<file path="src/rtl/vector_pkg.sv">
// Fixed-point vec3 types, the shared Q16.16 multiply and the op encoding
// used by the vec3 sequencer.
package vector_pkg;

  localparam int WORD_WIDTH = 32;
  localparam int FRAC_BITS  = 16;

  typedef logic signed [WORD_WIDTH-1:0] fp_t;

  // x occupies the least significant word of the flattened bus
  typedef struct packed {
    fp_t z;
    fp_t y;
    fp_t x;
  } vec3_t;

  typedef enum logic [1:0] {
    OP_ADD   = 2'd0,
    OP_DOT   = 2'd1,
    OP_CROSS = 2'd2,
    OP_SCALE = 2'd3
  } vec3_op_e;

  typedef enum logic [1:0] {
    ST_IDLE = 2'd0,
    ST_RUN  = 2'd1,
    ST_DONE = 2'd2
  } seq_state_e;

  // Taking bits [47:16] of the full product is the arithmetic shift (floor).
  function automatic fp_t fp_mul(fp_t u, fp_t v);
    logic signed [2*WORD_WIDTH-1:0] p;
    p = (2*WORD_WIDTH)'(u) * (2*WORD_WIDTH)'(v);
    return p[FRAC_BITS +: WORD_WIDTH];
  endfunction

  function automatic logic [2:0] op_steps(vec3_op_e op);
    case (op)
      OP_ADD:   return 3'd1;
      OP_DOT:   return 3'd3;
      OP_SCALE: return 3'd3;
      default:  return 3'd6;
    endcase
  endfunction

  function automatic fp_t vec_comp(vec3_t v, logic [1:0] idx);
    case (idx)
      2'd0:    return v.x;
      2'd1:    return v.y;
      default: return v.z;
    endcase
  endfunction

endpackage

</file>
<file path="src/rtl/vec3_op_sequencer_fp_mul.sv">
// The one shared Q16.16 multiplier of the sequencer; kept as its own
// instance so the single-multiplier datapath is visible after synthesis.
module fp_mul_unit
  import vector_pkg::*;
(
  input  fp_t u_i,
  input  fp_t v_i,
  output fp_t p_o
);

  assign p_o = fp_mul(u_i, v_i);

endmodule

</file>
<file path="src/rtl/vec3_op_sequencer.sv">
// Time-multiplexed vec3 engine: ADD/DOT/CROSS/SCALE sequenced one product
// per cycle over a single fp_mul_unit, valid/ready on both sides.
module vec3_op_sequencer
  import vector_pkg::*;
(
  input  logic                    clk_i,
  input  logic                    rst_n_i,
  input  logic                    in_valid_i,
  output logic                    in_ready_o,
  input  logic [1:0]              in_op_i,
  input  logic [3*WORD_WIDTH-1:0] in_a_i,
  input  logic [3*WORD_WIDTH-1:0] in_b_i,
  output logic                    out_valid_o,
  input  logic                    out_ready_i,
  output logic [3*WORD_WIDTH-1:0] out_res_o,
  output logic [15:0]             op_count_o
);

  seq_state_e  state_q, state_d;
  logic [2:0]  step_q, step_d;
  vec3_op_e    op_q, op_d;
  vec3_t       a_q, a_d, b_q, b_d, res_q, res_d;
  logic [15:0] op_count_q, op_count_d;
  fp_t         mul_u, mul_v, prod;
  logic        accept, retire, last_step;

  assign accept    = in_valid_i && (state_q == ST_IDLE);
  assign retire    = out_ready_i && (state_q == ST_DONE);
  assign last_step = (step_q == op_steps(op_q) - 3'd1);

  always_ff @(posedge clk_i) begin
    if (!rst_n_i) state_q <= ST_IDLE;
    else          state_q <= state_d;
  end

  always_comb begin
    state_d = state_q;
    case (state_q)
      ST_IDLE: if (accept) state_d = ST_RUN;
      ST_RUN:  if (last_step) state_d = ST_DONE;
      ST_DONE: if (out_ready_i) state_d = ST_IDLE;
      default: state_d = ST_IDLE;
    endcase
  end

  always_comb begin
    in_ready_o  = (state_q == ST_IDLE);
    out_valid_o = (state_q == ST_DONE);
    out_res_o   = res_q;
    op_count_o  = op_count_q;
  end

  // Operand select for the shared multiplier, keyed by (op, step)
  always_comb begin
    mul_u = vec_comp(a_q, step_q[1:0]);
    mul_v = vec_comp(b_q, step_q[1:0]);
    case (op_q)
      OP_SCALE: mul_v = b_q.x;
      OP_CROSS: begin
        case (step_q)
          3'd0:    begin mul_u = a_q.y; mul_v = b_q.z; end
          3'd1:    begin mul_u = a_q.z; mul_v = b_q.y; end
          3'd2:    begin mul_u = a_q.z; mul_v = b_q.x; end
          3'd3:    begin mul_u = a_q.x; mul_v = b_q.z; end
          3'd4:    begin mul_u = a_q.x; mul_v = b_q.y; end
          default: begin mul_u = a_q.y; mul_v = b_q.x; end
        endcase
      end
      default: ;
    endcase
  end

  fp_mul_unit u_mul (
    .u_i (mul_u),
    .v_i (mul_v),
    .p_o (prod)
  );

  always_comb begin
    step_d     = step_q;
    op_d       = op_q;
    a_d        = a_q;
    b_d        = b_q;
    res_d      = res_q;
    op_count_d = op_count_q;
    if (accept) begin
      op_d   = vec3_op_e'(in_op_i);
      a_d    = in_a_i;
      b_d    = in_b_i;
      res_d  = '0;
      step_d = '0;
    end else if (state_q == ST_RUN) begin
      step_d = last_step ? step_q : step_q + 3'd1;
      case (op_q)
        OP_ADD: begin
          res_d.x = a_q.x + b_q.x;
          res_d.y = a_q.y + b_q.y;
          res_d.z = a_q.z + b_q.z;
        end
        OP_DOT: res_d.x = (step_q == 3'd0) ? prod : res_q.x + prod;
        OP_SCALE: begin
          case (step_q[1:0])
            2'd0:    res_d.x = prod;
            2'd1:    res_d.y = prod;
            default: res_d.z = prod;
          endcase
        end
        default: begin
          case (step_q)
            3'd0:    res_d.x = prod;
            3'd1:    res_d.x = res_q.x - prod;
            3'd2:    res_d.y = prod;
            3'd3:    res_d.y = res_q.y - prod;
            3'd4:    res_d.z = prod;
            default: res_d.z = res_q.z - prod;
          endcase
        end
      endcase
    end else if (retire) begin
      op_count_d = op_count_q + 16'd1;
    end
  end

  always_ff @(posedge clk_i) begin
    if (!rst_n_i) begin
      step_q     <= '0;
      op_q       <= OP_ADD;
      a_q        <= '0;
      b_q        <= '0;
      res_q      <= '0;
      op_count_q <= '0;
    end else begin
      step_q     <= step_d;
      op_q       <= op_d;
      a_q        <= a_d;
      b_q        <= b_d;
      res_q      <= res_d;
      op_count_q <= op_count_d;
    end
  end

endmodule

</file>
<file path="config.mk">
export PLATFORM = sky130hd
export DESIGN_NAME = vec3_op_sequencer
export DESIGN_NICKNAME = d
export VERILOG_FILES = /design/src/rtl/vector_pkg.sv /design/src/rtl/vec3_op_sequencer_fp_mul.sv /design/src/rtl/vec3_op_sequencer.sv
export SDC_FILE = /design/constraint.sdc
export NUM_CORES = 2
export LEC_CHECK = 0
export CAP_MARGIN = 10
export CELL_PAD_IN_SITES_DETAIL_PLACEMENT = 1
export CELL_PAD_IN_SITES_GLOBAL_PLACEMENT = 1
export CORE_MARGIN = 4
export CORE_UTILIZATION = 30
export DETAILED_ROUTE_END_ITERATION = 10
export PLACE_DENSITY_LB_ADDON = 0.3
export SLEW_MARGIN = 20
export SYNTH_ARGS = -nofsm -noshare
export SYNTH_HDL_FRONTEND = slang
export SYNTH_HIERARCHICAL = 1
export SYNTH_SLANG_ARGS = --single-unit
export TNS_END_PERCENT = 10
</file>
<file path="constraint.sdc">
create_clock -name clk_i -period 27 [get_ports clk_i]
set_input_delay 2.7 -clock clk_i [delete_from_list [all_inputs] [get_ports clk_i]]
set_output_delay 2.7 -clock clk_i [all_outputs]
set_load 0.02 [all_outputs]
</file>
==> flow_metrics.py <==
metrics = {
    "run_status": {
        "status": "completed",
    },
    "min_path": {
        "hold_class": "register to register",
    },
    "logic_synthesis": {
        "syn_nets": 8243,
        "ys_async_sr_fraction": 0,
        "synth_cells": 6809,
        "synth_cell_types": 105,
        "ys_ff_latch": 311,
        "postSynthAreaPerCell_um2": 8.24,
        "synth_top_flop_cell": "dfxtp_1",
        "synth-edff-count": 0,
        "synth-seq-area-share": 0.111,
        "synth_area_um2": 56100,
        "yosys_warnings": 6,
    },
    "timing": {
        "rsz0062_at_grt": "no",
        "fin_skew_ns": 0.0547,
        "fin_crit_sh": 0.539,
        "period_minus_slack_ns": 14.57,
        "relSlewSlack": 0.206,
        "setup_tns_ns": 0,
        "worst_pin_slew_ns": 1.19,
        "finalHoldViolCount": 0,
        "slew_violations": 0,
        "finalSetupViolCount": 0,
        "fmax_ghz": 0.0687,
    },
    "floorplan": {
        "rows": 158,
        "start_util": 0.302,
        "die-area_um2": 194000,
        "fp.dieH_um": 440,
        "fp.dieW_um": 440,
        "io_pins": 312,
        "core_area_um2": 186000,
    },
    "clocking": {
        "cts_setup_buffers": 0,
        "cts.sinks": 311,
        "ctsLongestPathBuffers": 3,
        "cts_resized": 0,
        "clk_latency_ns": 0.63,
        "h-tree-depth": 2,
        "cts_buffers": 41,
        "cts_tree": "built",
        "postCtsHoldBufs": 0,
        "path_clk_slew_ns": 0.07,
        "cts_root_buffer": "clkbuf_16",
    },
    "setup_path": {
        "critPathKind": "register to register",
        "crit_buf_inv": 10,
        "end_kind": "register",
        "cp_max_fo": 33,
        "cp.arrival_ns": 15.11,
        "worstPathRequired_ns": 27.54,
        "cp_common_cell": "inv_1",
        "max_stage_delay_ns": 0.97,
        "crit_family": "compound AO/OA/AOI/OAI gates",
        "start_kind": "register",
        "slowest_stage": "a31oi_2",
    },
    "power": {
        "power.leakage_nw": 27.9,
        "power.net_switching_w": 0.00525,
        "p_per_area_nw_per_um2": 133,
        "seqPwrFrac": 0.068,
        "peakVddDrop_mv": 0.210,
        "pwr-share-comb": 0.860,
        "clkPwrFrac": 0.072,
        "p_int_w": 0.00323,
        "swShare": 0.619,
    },
    "global_routing": {
        "grt.total_usage": 0.253,
        "grt.met2_usage": 0.435,
        "met1_usage": 0.307,
        "grt-ovfl-total": 0,
        "grt_start_max_net_pins": 130,
        "grt_pass1_vias": 54653,
        "grt.busiest_layer": "met2",
        "antenna_found_initial": 5,
        "use_met3": 0.0253,
        "grt_pass1_wl_mm": 369,
    },
    "route": {
        "antenna_left": 0,
        "dr.pass1.iters": 5,
        "drc": 0,
        "avgViaCountPerCell": 5.40,
        "wl_per_cell_um": 26.6,
        "drt-total-wl_mm": 250,
        "drt_iter0_drc": 3091,
        "vias": 50814,
    },
    "layout": {
        "fin_nets": 8330,
        "fill_cells": 22028,
        "area_delta_synth_final_pct": 13.9,
        "final_layout_size_suffix_gt1_frac": 0.0526,
        "layoutNonFillerInstCount": 9407,
    },
    "placed_design": {
        "dp.cells": 9333,
        "numPortBuffers": 311,
        "dp_hpwl_mm": 200,
        "gp_congestion": 0.970,
    },
    "job": {
        "max-cap-violations": 0,
    },
}
==> cells in the final DEF, fill, tap and decap left out, drive strengths merged, types with 203 or more instances in the layout <==
master and instances:
a21oi 351, ha 391, inv 904, a21boi 203, o21ai 234, fa 845
and2 498, clkdlybuf4s50 310, nand2 1097, dfxtp 311
==> tightest hold or removal path: stages, from the launching register on <==
cell	delay, ns
dfxtp_1	0.33
nand2_1	0.06
a21oi_1	0.05
==> registers in the layout, summed over array words and instances (netlist names) <==
register / count
a_q: 96
b_q: 96
out_res_o: 96
op_count_o: 16
step_q: 3
op_q: 2
state_q: 2
==> kinds of logic after synthesis <==
kind of cell | after synthesis | share of synthesized area
buf+inv | 1313 | 0.0885
fa+ha+maj | 1236 | 0.389
compound gates | 1554 | 0.190
xor+xnor | 272 | 0.0425
mux | 14 | 0.00274
flops | 311 | 0.111
simple gates | 2109 | 0.176
==> per-stage QoR <==
step	hold slack (ns)	area, um2	setup WS, ns	utilization	total power (W)
after floorplan	0.450	56100	15.99	-	0.00500
after global placement	0.473	62400	12.46	0.336	0.00772
after detailed placement	0.478	62500	12.27	0.336	0.00777
after CTS	0.487	63900	12.20	0.344	0.00845
after global routing	0.519	63900	11.82	0.344	0.00906
final	0.485	63900	12.43	0.344	0.00848
==> layout make-up <==
type                            count  area, um2  area share
Antenna cell                        2       5.00   0.0000783
Clock buffer                       53       1170      0.0183
Clock inverter                     19        264     0.00413
Inverter                          908       3410      0.0533
Multi-Input combinational cell   5185      45600       0.713
Sequential cell                   311       6230      0.0974
Tap cell                         2480       3100      0.0486
Timing Repair Buffer              449       4150      0.0650
==> final timing paths <==
kind,from,endpoint,slack (ns),cells past startpoint
setup / recovery,step_q[2],out_res_o[29],12.43,45
setup reg to reg,step_q[2],out_res_o[29],12.43,45
hold / removal,out_res_o[49],out_res_o[49],0.49,2
hold reg to reg,out_res_o[49],out_res_o[49],0.49,2
==> layer usage <==
metal,vias to the layer above,share of wire
li1,22457,-
met1,26356,0.40
met2,1524,0.48
met3,471,0.044
met4,6,0.073
met5,-,0.00022
==> cells in the mapped netlist, types with 8 or more instances <==
cell type,number,area (um2)
nand2_1,1097,4120
inv_1,899,3370
fa_1,845,16900
and2_1,498,3120
ha_1,391,4890
clkbuf_1,374,1400
a21oi_1,347,1740
dfxtp_1,311,6230
o21ai_0,203,1020
a21boi_0,202,1520
nor2_1,200,751
xnor2_1,197,1730
a22oi_1,104,781
a31oi_1,92,576
a211oi_1,88,661
a21o_1,75,563
xor2_1,75,657
nor3_1,59,295
nand3_1,55,275
nand2b_1,46,288
o22ai_1,43,269
a221oi_1,42,368
nor2b_1,41,257
o21a_1,37,278
o21bai_1,37,278
a22o_1,36,315
o211ai_1,33,248
nand4_1,31,194
o21ai_1,29,145
and3_1,19,119
o221ai_1,16,140
buf_1,15,56.3
buf_2,13,65.1
or3_1,13,81.3
mux2i_1,12,120
o31a_1,12,105
o31ai_1,12,90.1
a211o_1,11,96.3
a2111oi_0,9,78.8
o41ai_2,9,146
a211oi_2,8,100
nor4_1,8,50.1
==> power groups by stage <==
stage / combinational, W / clock, W / sequential, W
after floorplan: 0.00445 / 0 / 0.000556
after global placement: 0.00713 / 0 / 0.000589
after detailed placement: 0.00718 / 0 / 0.000589
after CTS: 0.00724 / 0.000626 / 0.000579
after global routing: 0.00783 / 0.000641 / 0.000581
final: 0.00729 / 0.000612 / 0.000580
Note: power is estimated with default switching activity, not from simulation.
